[config.mk]
export PLATFORM = sky130hd
export DESIGN_NAME = fir_seq
export DESIGN_NICKNAME = d
export VERILOG_FILES = /design/src/rtl/fir_seq_pkg.sv /design/src/rtl/fir_seq_reduce.sv /design/src/rtl/fir_seq.sv
export SDC_FILE = /design/constraint.sdc
export NUM_CORES = 1
export LEC_CHECK = 0
export CORE_UTILIZATION = 56
export CTS_CLUSTER_DIAMETER = 100
export CTS_CLUSTER_SIZE = 24
export DETAILED_ROUTE_END_ITERATION = 10
export HOLD_SLACK_MARGIN = 0.08
export MAX_ROUTING_LAYER = met4
export PLACE_DENSITY = 0.79
export SETUP_SLACK_MARGIN = 0.02
export SYNTH_ARGS = -nofsm -noshare
export SYNTH_HDL_FRONTEND = slang
export SYNTH_HIERARCHICAL = 1
export SYNTH_SLANG_ARGS = --single-unit
[constraint.sdc]
create_clock -name clk -period 3.9 [get_ports clk]
set_input_delay 0.39 -clock clk [delete_from_list [all_inputs] [get_ports clk]]
set_output_delay 0.39 -clock clk [all_outputs]
set_load 0.02 [all_outputs]
[src/rtl/fir_seq_pkg.sv]
// fir_seq_pkg: shared state encoding, width helper and constants for the
// time-multiplexed FIR sequencer.
package fir_seq_pkg;

    // FSM state encoding
    localparam logic [0:0] StIdle = 1'b0;
    localparam logic [0:0] StMac  = 1'b1;

    // Coefficient 0 resets to +1 so the filter starts as a pass-through
    localparam int RstCoef0 = 1;

    // Default output clamp bounds (YW = 3)
    localparam int YMinDefault = -4;
    localparam int YMaxDefault = 3;

    // Accumulator width: wide enough that TAPS full-scale products never overflow
    function automatic int unsigned acc_width(int unsigned xw, int unsigned cw,
                                              int unsigned taps);
        return xw + cw + $clog2(taps);
    endfunction

    function automatic int y_max(int unsigned yw);
        return (1 << (yw - 1)) - 1;
    endfunction

    function automatic int y_min(int unsigned yw);
        return -(1 << (yw - 1));
    endfunction

endpackage

[src/rtl/fir_seq_reduce.sv]
// fir_seq_reduce: narrows the AW-bit accumulator to the YW-bit output.
// FIR_SEQ_SAT_EN defined: clamp to the signed YW range; otherwise plain
// two's-complement wrap (low YW bits).
module fir_seq_reduce
    import fir_seq_pkg::*;
#(
    parameter int unsigned AW = 6,
    parameter int unsigned YW = 3
) (
    input  logic signed [AW-1:0] acc,
    output logic signed [YW-1:0] y
);

`ifdef FIR_SEQ_SAT_EN
    localparam logic signed [AW-1:0] Hi = AW'(y_max(YW));
    localparam logic signed [AW-1:0] Lo = AW'(y_min(YW));

    // Clamp out-of-range accumulator values to the nearest representable output
    always_comb begin
        if (acc > Hi) begin
            y = Hi[YW-1:0];
        end else if (acc < Lo) begin
            y = Lo[YW-1:0];
        end else begin
            y = acc[YW-1:0];
        end
    end
`else
    // Upper accumulator bits are discarded by design in wrap mode
    logic unused_acc_hi;
    assign unused_acc_hi = ^acc[AW-1:YW];

    // Two's-complement wrap: keep the low YW bits
    always_comb begin
        y = acc[YW-1:0];
    end
`endif

endmodule

[src/rtl/fir_seq.sv]
// fir_seq: time-multiplexed FIR sequencer. One shared MAC walks the tap index
// across the delay line, one product per cycle, then emits a reduced result
// with a one-cycle out_valid pulse. Saturation is selected by FIR_SEQ_SAT_EN.
module fir_seq
    import fir_seq_pkg::*;
#(
    parameter int unsigned TAPS = 4,
    parameter int unsigned XW   = 2,
    parameter int unsigned CW   = 2,
    parameter int unsigned YW   = 3
) (
    input  logic                     clk,
    input  logic                     rst,
    input  logic                     in_valid,
    output logic                     in_ready,
    input  logic [XW-1:0]            x_in,
    input  logic                     cfg_we,
    input  logic [$clog2(TAPS)-1:0]  cfg_addr,
    input  logic [CW-1:0]            cfg_data,
    output logic                     out_valid,
    output logic [YW-1:0]            y_out,
    output logic                     busy
);

    localparam int unsigned AW = acc_width(XW, CW, TAPS);
    localparam int unsigned IW = $clog2(TAPS);

    logic [0:0]              state_q;
    logic [IW-1:0]           idx_q;
    logic signed [AW-1:0]    acc_q;
    logic signed [XW-1:0]    tap_q  [TAPS];
    logic signed [CW-1:0]    coef_q [TAPS];
    logic                    out_valid_q;
    logic [YW-1:0]           y_q;

    logic signed [AW-1:0]    tap_ext;
    logic signed [AW-1:0]    coef_ext;
    logic signed [AW-1:0]    prod;
    logic signed [AW-1:0]    sum;
    logic signed [YW-1:0]    y_red;
    logic                    last;

    // Single MAC: the coefficient is read in the product's own cycle, so a
    // cfg write to index k only matters if it lands before idx reaches k
    always_comb begin
        tap_ext  = AW'(tap_q[idx_q]);
        coef_ext = AW'(coef_q[idx_q]);
        prod     = tap_ext * coef_ext;
        sum      = acc_q + prod;
        last     = (state_q == StMac) && (idx_q == IW'(TAPS - 1));
    end

    fir_seq_reduce #(
        .AW (AW),
        .YW (YW)
    ) u_reduce (
        .acc (sum),
        .y   (y_red)
    );

    // FSM, tap index, accumulator, delay line and output register
    always_ff @(posedge clk) begin
        if (rst) begin
            state_q     <= StIdle;
            idx_q       <= '0;
            acc_q       <= '0;
            out_valid_q <= 1'b0;
            y_q         <= '0;
            for (int i = 0; i < TAPS; i++) begin
                tap_q[i] <= '0;
            end
        end else begin
            out_valid_q <= 1'b0;
            if (state_q == StIdle) begin
                if (in_valid) begin
                    for (int i = TAPS - 1; i > 0; i--) begin
                        tap_q[i] <= tap_q[i-1];
                    end
                    tap_q[0] <= x_in;
                    acc_q    <= '0;
                    idx_q    <= '0;
                    state_q  <= StMac;
                end
            end else begin
                if (last) begin
                    // Final product goes straight into the result, not into acc
                    y_q         <= y_red;
                    out_valid_q <= 1'b1;
                    state_q     <= StIdle;
                end else begin
                    acc_q <= sum;
                    idx_q <= idx_q + IW'(1);
                end
            end
        end
    end

    // Coefficient file: writable in any state
    always_ff @(posedge clk) begin
        if (rst) begin
            for (int i = 0; i < TAPS; i++) begin
                coef_q[i] <= (i == 0) ? CW'(RstCoef0) : '0;
            end
        end else if (cfg_we) begin
            coef_q[cfg_addr] <= cfg_data;
        end
    end

    // Status outputs come straight from registered state
    always_comb begin
        in_ready  = (state_q == StIdle);
        busy      = (state_q == StMac);
        out_valid = out_valid_q;
        y_out     = y_q;
    end

endmodule

==> flow_summary.yaml <==
status:
  status: "finished clean"
critical_path:
  required_ns: 4.10
  end_kind: "register"
  crit_type: "register to register"
  start_kind: "register"
  rrSetupSlack_ns: 1.15
  reg2reg_to: "acc_q[2]"
  cp.arrival_ns: 2.96
  worstPathMaxFanout: 4
  rr_worst_depth: 8
power_and_ir_drop:
  p_leak_nw: 0.570
  power-per-cell-area_mw_per_mm2: 384
  ir_drop_mv: 0.299
  p_total_mw: 0.561
routing:
  drt_first_pass_iters: 4
  drt_iter0_markers: 21
  antenna_left: 0
  finalWirelength_mm: 2.08
  drc_errors: 0
  wire_per_inst_um: 13.9
  vias: 809
  viasPerCell: 5.43
sta:
  tightest_slew_ns: 0.638
  finalHoldViolations: 0
  fin_worst_skew_ns: 0.00564
  setup_viol: 0
  slew_headroom_pct: 57.4
  finalCriticalPeriod_ns: 2.75
  max_freq_mhz: 363
  finalSetupTns_ns: 0
  fin_crit_sh_pct: 70.6
  rsz0062_at_grt: "no"
  slew_viol_final: 0
clock_network:
  cts_tree: "done"
  root_buffer: "clkbuf_4"
  clk_latency_ns: 0.32
  hold_buffers: 0
  cts.sinks: 28
  clk_pin_slew_ns: 0.14
  cts-resized-gates: 0
  post_cts_buffers: 0
  cts_made_buffers: 3
  cts_buffer_depth: 2
  cts_max_level: 1
global_route:
  grt_pass1_wl_mm: 3.50
  grt_pass1_vias: 814
  antenna_found_initial: 0
  track_usage_pct: 19.6
  grt_max_degree: 18
  overflow: 0
synthesis:
  syn-num-nets: 124
  synth_area_per_cell_um2: 12.0
  syn_inst: 108
  synth_area_mm2: 0.00129
  ys_warn_count: 6
floorplanning:
  row_count: 17
  io_pins: 16
  die_h_um: 50.1
  core-area_mm2: 0.00219
  start_util_pct: 59.1
  die_area_mm2: 0.00251
  die_w_um: 50.1
worst_hold_path:
  worstHoldStart: "y_out[2]"
  min_to: "y_out[2]"
  hold_depth: 2
  min_path_type: "register to register"
placement:
  portBuffers: 15
  hpwl_mm: 1.58
  gp_congestion: 0.721
flow_run:
  cap_viol_max_count: 0
cells_and_area:
  num_antenna_cells: 0
  fin_nets: 138
  drive_gt1_share_pct: 8.26
  areaGrowthSynthToFinish_pct: 13.0
## routing by layer
metal | share of wire [%] | GRT usage (%) | wire [µm] | vias to the layer above
met1 | 44 | 23.0 | 909 | 399
met3 | 2.4 | 3.70 | 49 | 2
met4 | 0.43 | 5.71 | 9 | 0
met5 | 0 | - | 0 | -
met2 | 53 | 33.8 | 1110 | 14
li1 | - | - | - | 394
## registers in the layout, summed over array words and instances, names as in the netlist, named ones only
register	count
out_valid	1
coef_q	8
busy	1
idx_q	2
y_out	3
acc_q	3
tap_q	8
## critical path: stages, from the launching register on
cell and delay, ns:
dfxtp_1 0.48, mux4_2 0.56, and2_2 0.21, fa_1 0.48, inv_1 0.06, fa_1 0.43, xnor2_1 0.16, a22oi_1 0.21
nor2_1 0.06
## worst max-delay path by stage
stage / endpoint / slack [ns] / cells past startpoint
finish: acc_q[2] / 1.15 / 8
global route: y_out[2] / 0.96 / 8
CTS: acc_q[2] / 1.15 / 8
detailed placement: acc_q[2] / 1.17 / 8
global placement: acc_q[2] / 1.27 / 8
floorplan: y_out[2] / 1.27 / 9
## area by class of cell
cell class,instances,area [µm²]
well taps,28,35.0
flip-flops and latches,28,721
repair buffers,15,150
fillers,164,729
multi-input cells,66,499
inverters,8,30.0
clock buffers,4,26.3
## per-stage QoR
stage / util, % / area (µm²) / cells / setup WS (ns) / hold slack, ns
CTS: 66.7 / 1460 / 149 / 1.15 / 0.467
global route: 66.7 / 1460 / 149 / 0.958 / 0.507
global placement: 65.5 / 1440 / 145 / 1.27 / 0.444
detailed placement: 65.5 / 1440 / 145 / 1.17 / 0.448
finish: 66.7 / 1460 / 149 / 1.15 / 0.469
floorplan: - / 1290 / 108 / 1.27 / 0.472
## cells in the final DEF, fill, tap and decap left out, types with 2 or more instances in the layout
| cell type | instances |
|---|---|
| a21oi_1 | 3 |
| a22oi_1 | 4 |
| and2_1 | 9 |
| clkbuf_4 | 3 |
| clkdlybuf4s50_1 | 15 |
| dfxtp_1 | 12 |
| edfxtp_1 | 16 |
| fa_1 | 2 |
| ha_1 | 4 |
| inv_1 | 8 |
| mux4_2 | 3 |
| nand2_1 | 7 |
| nand2b_1 | 3 |
| nand3_1 | 3 |
| nor2_1 | 16 |
| o21bai_1 | 2 |
## where the power goes
group	switching, mW	internal (mW)
clock network	0.0793	0.0400
registers	0.0117	0.332
logic	0.0499	0.0480
total	0.141	0.420
Power figures use the tool's default switching activity.
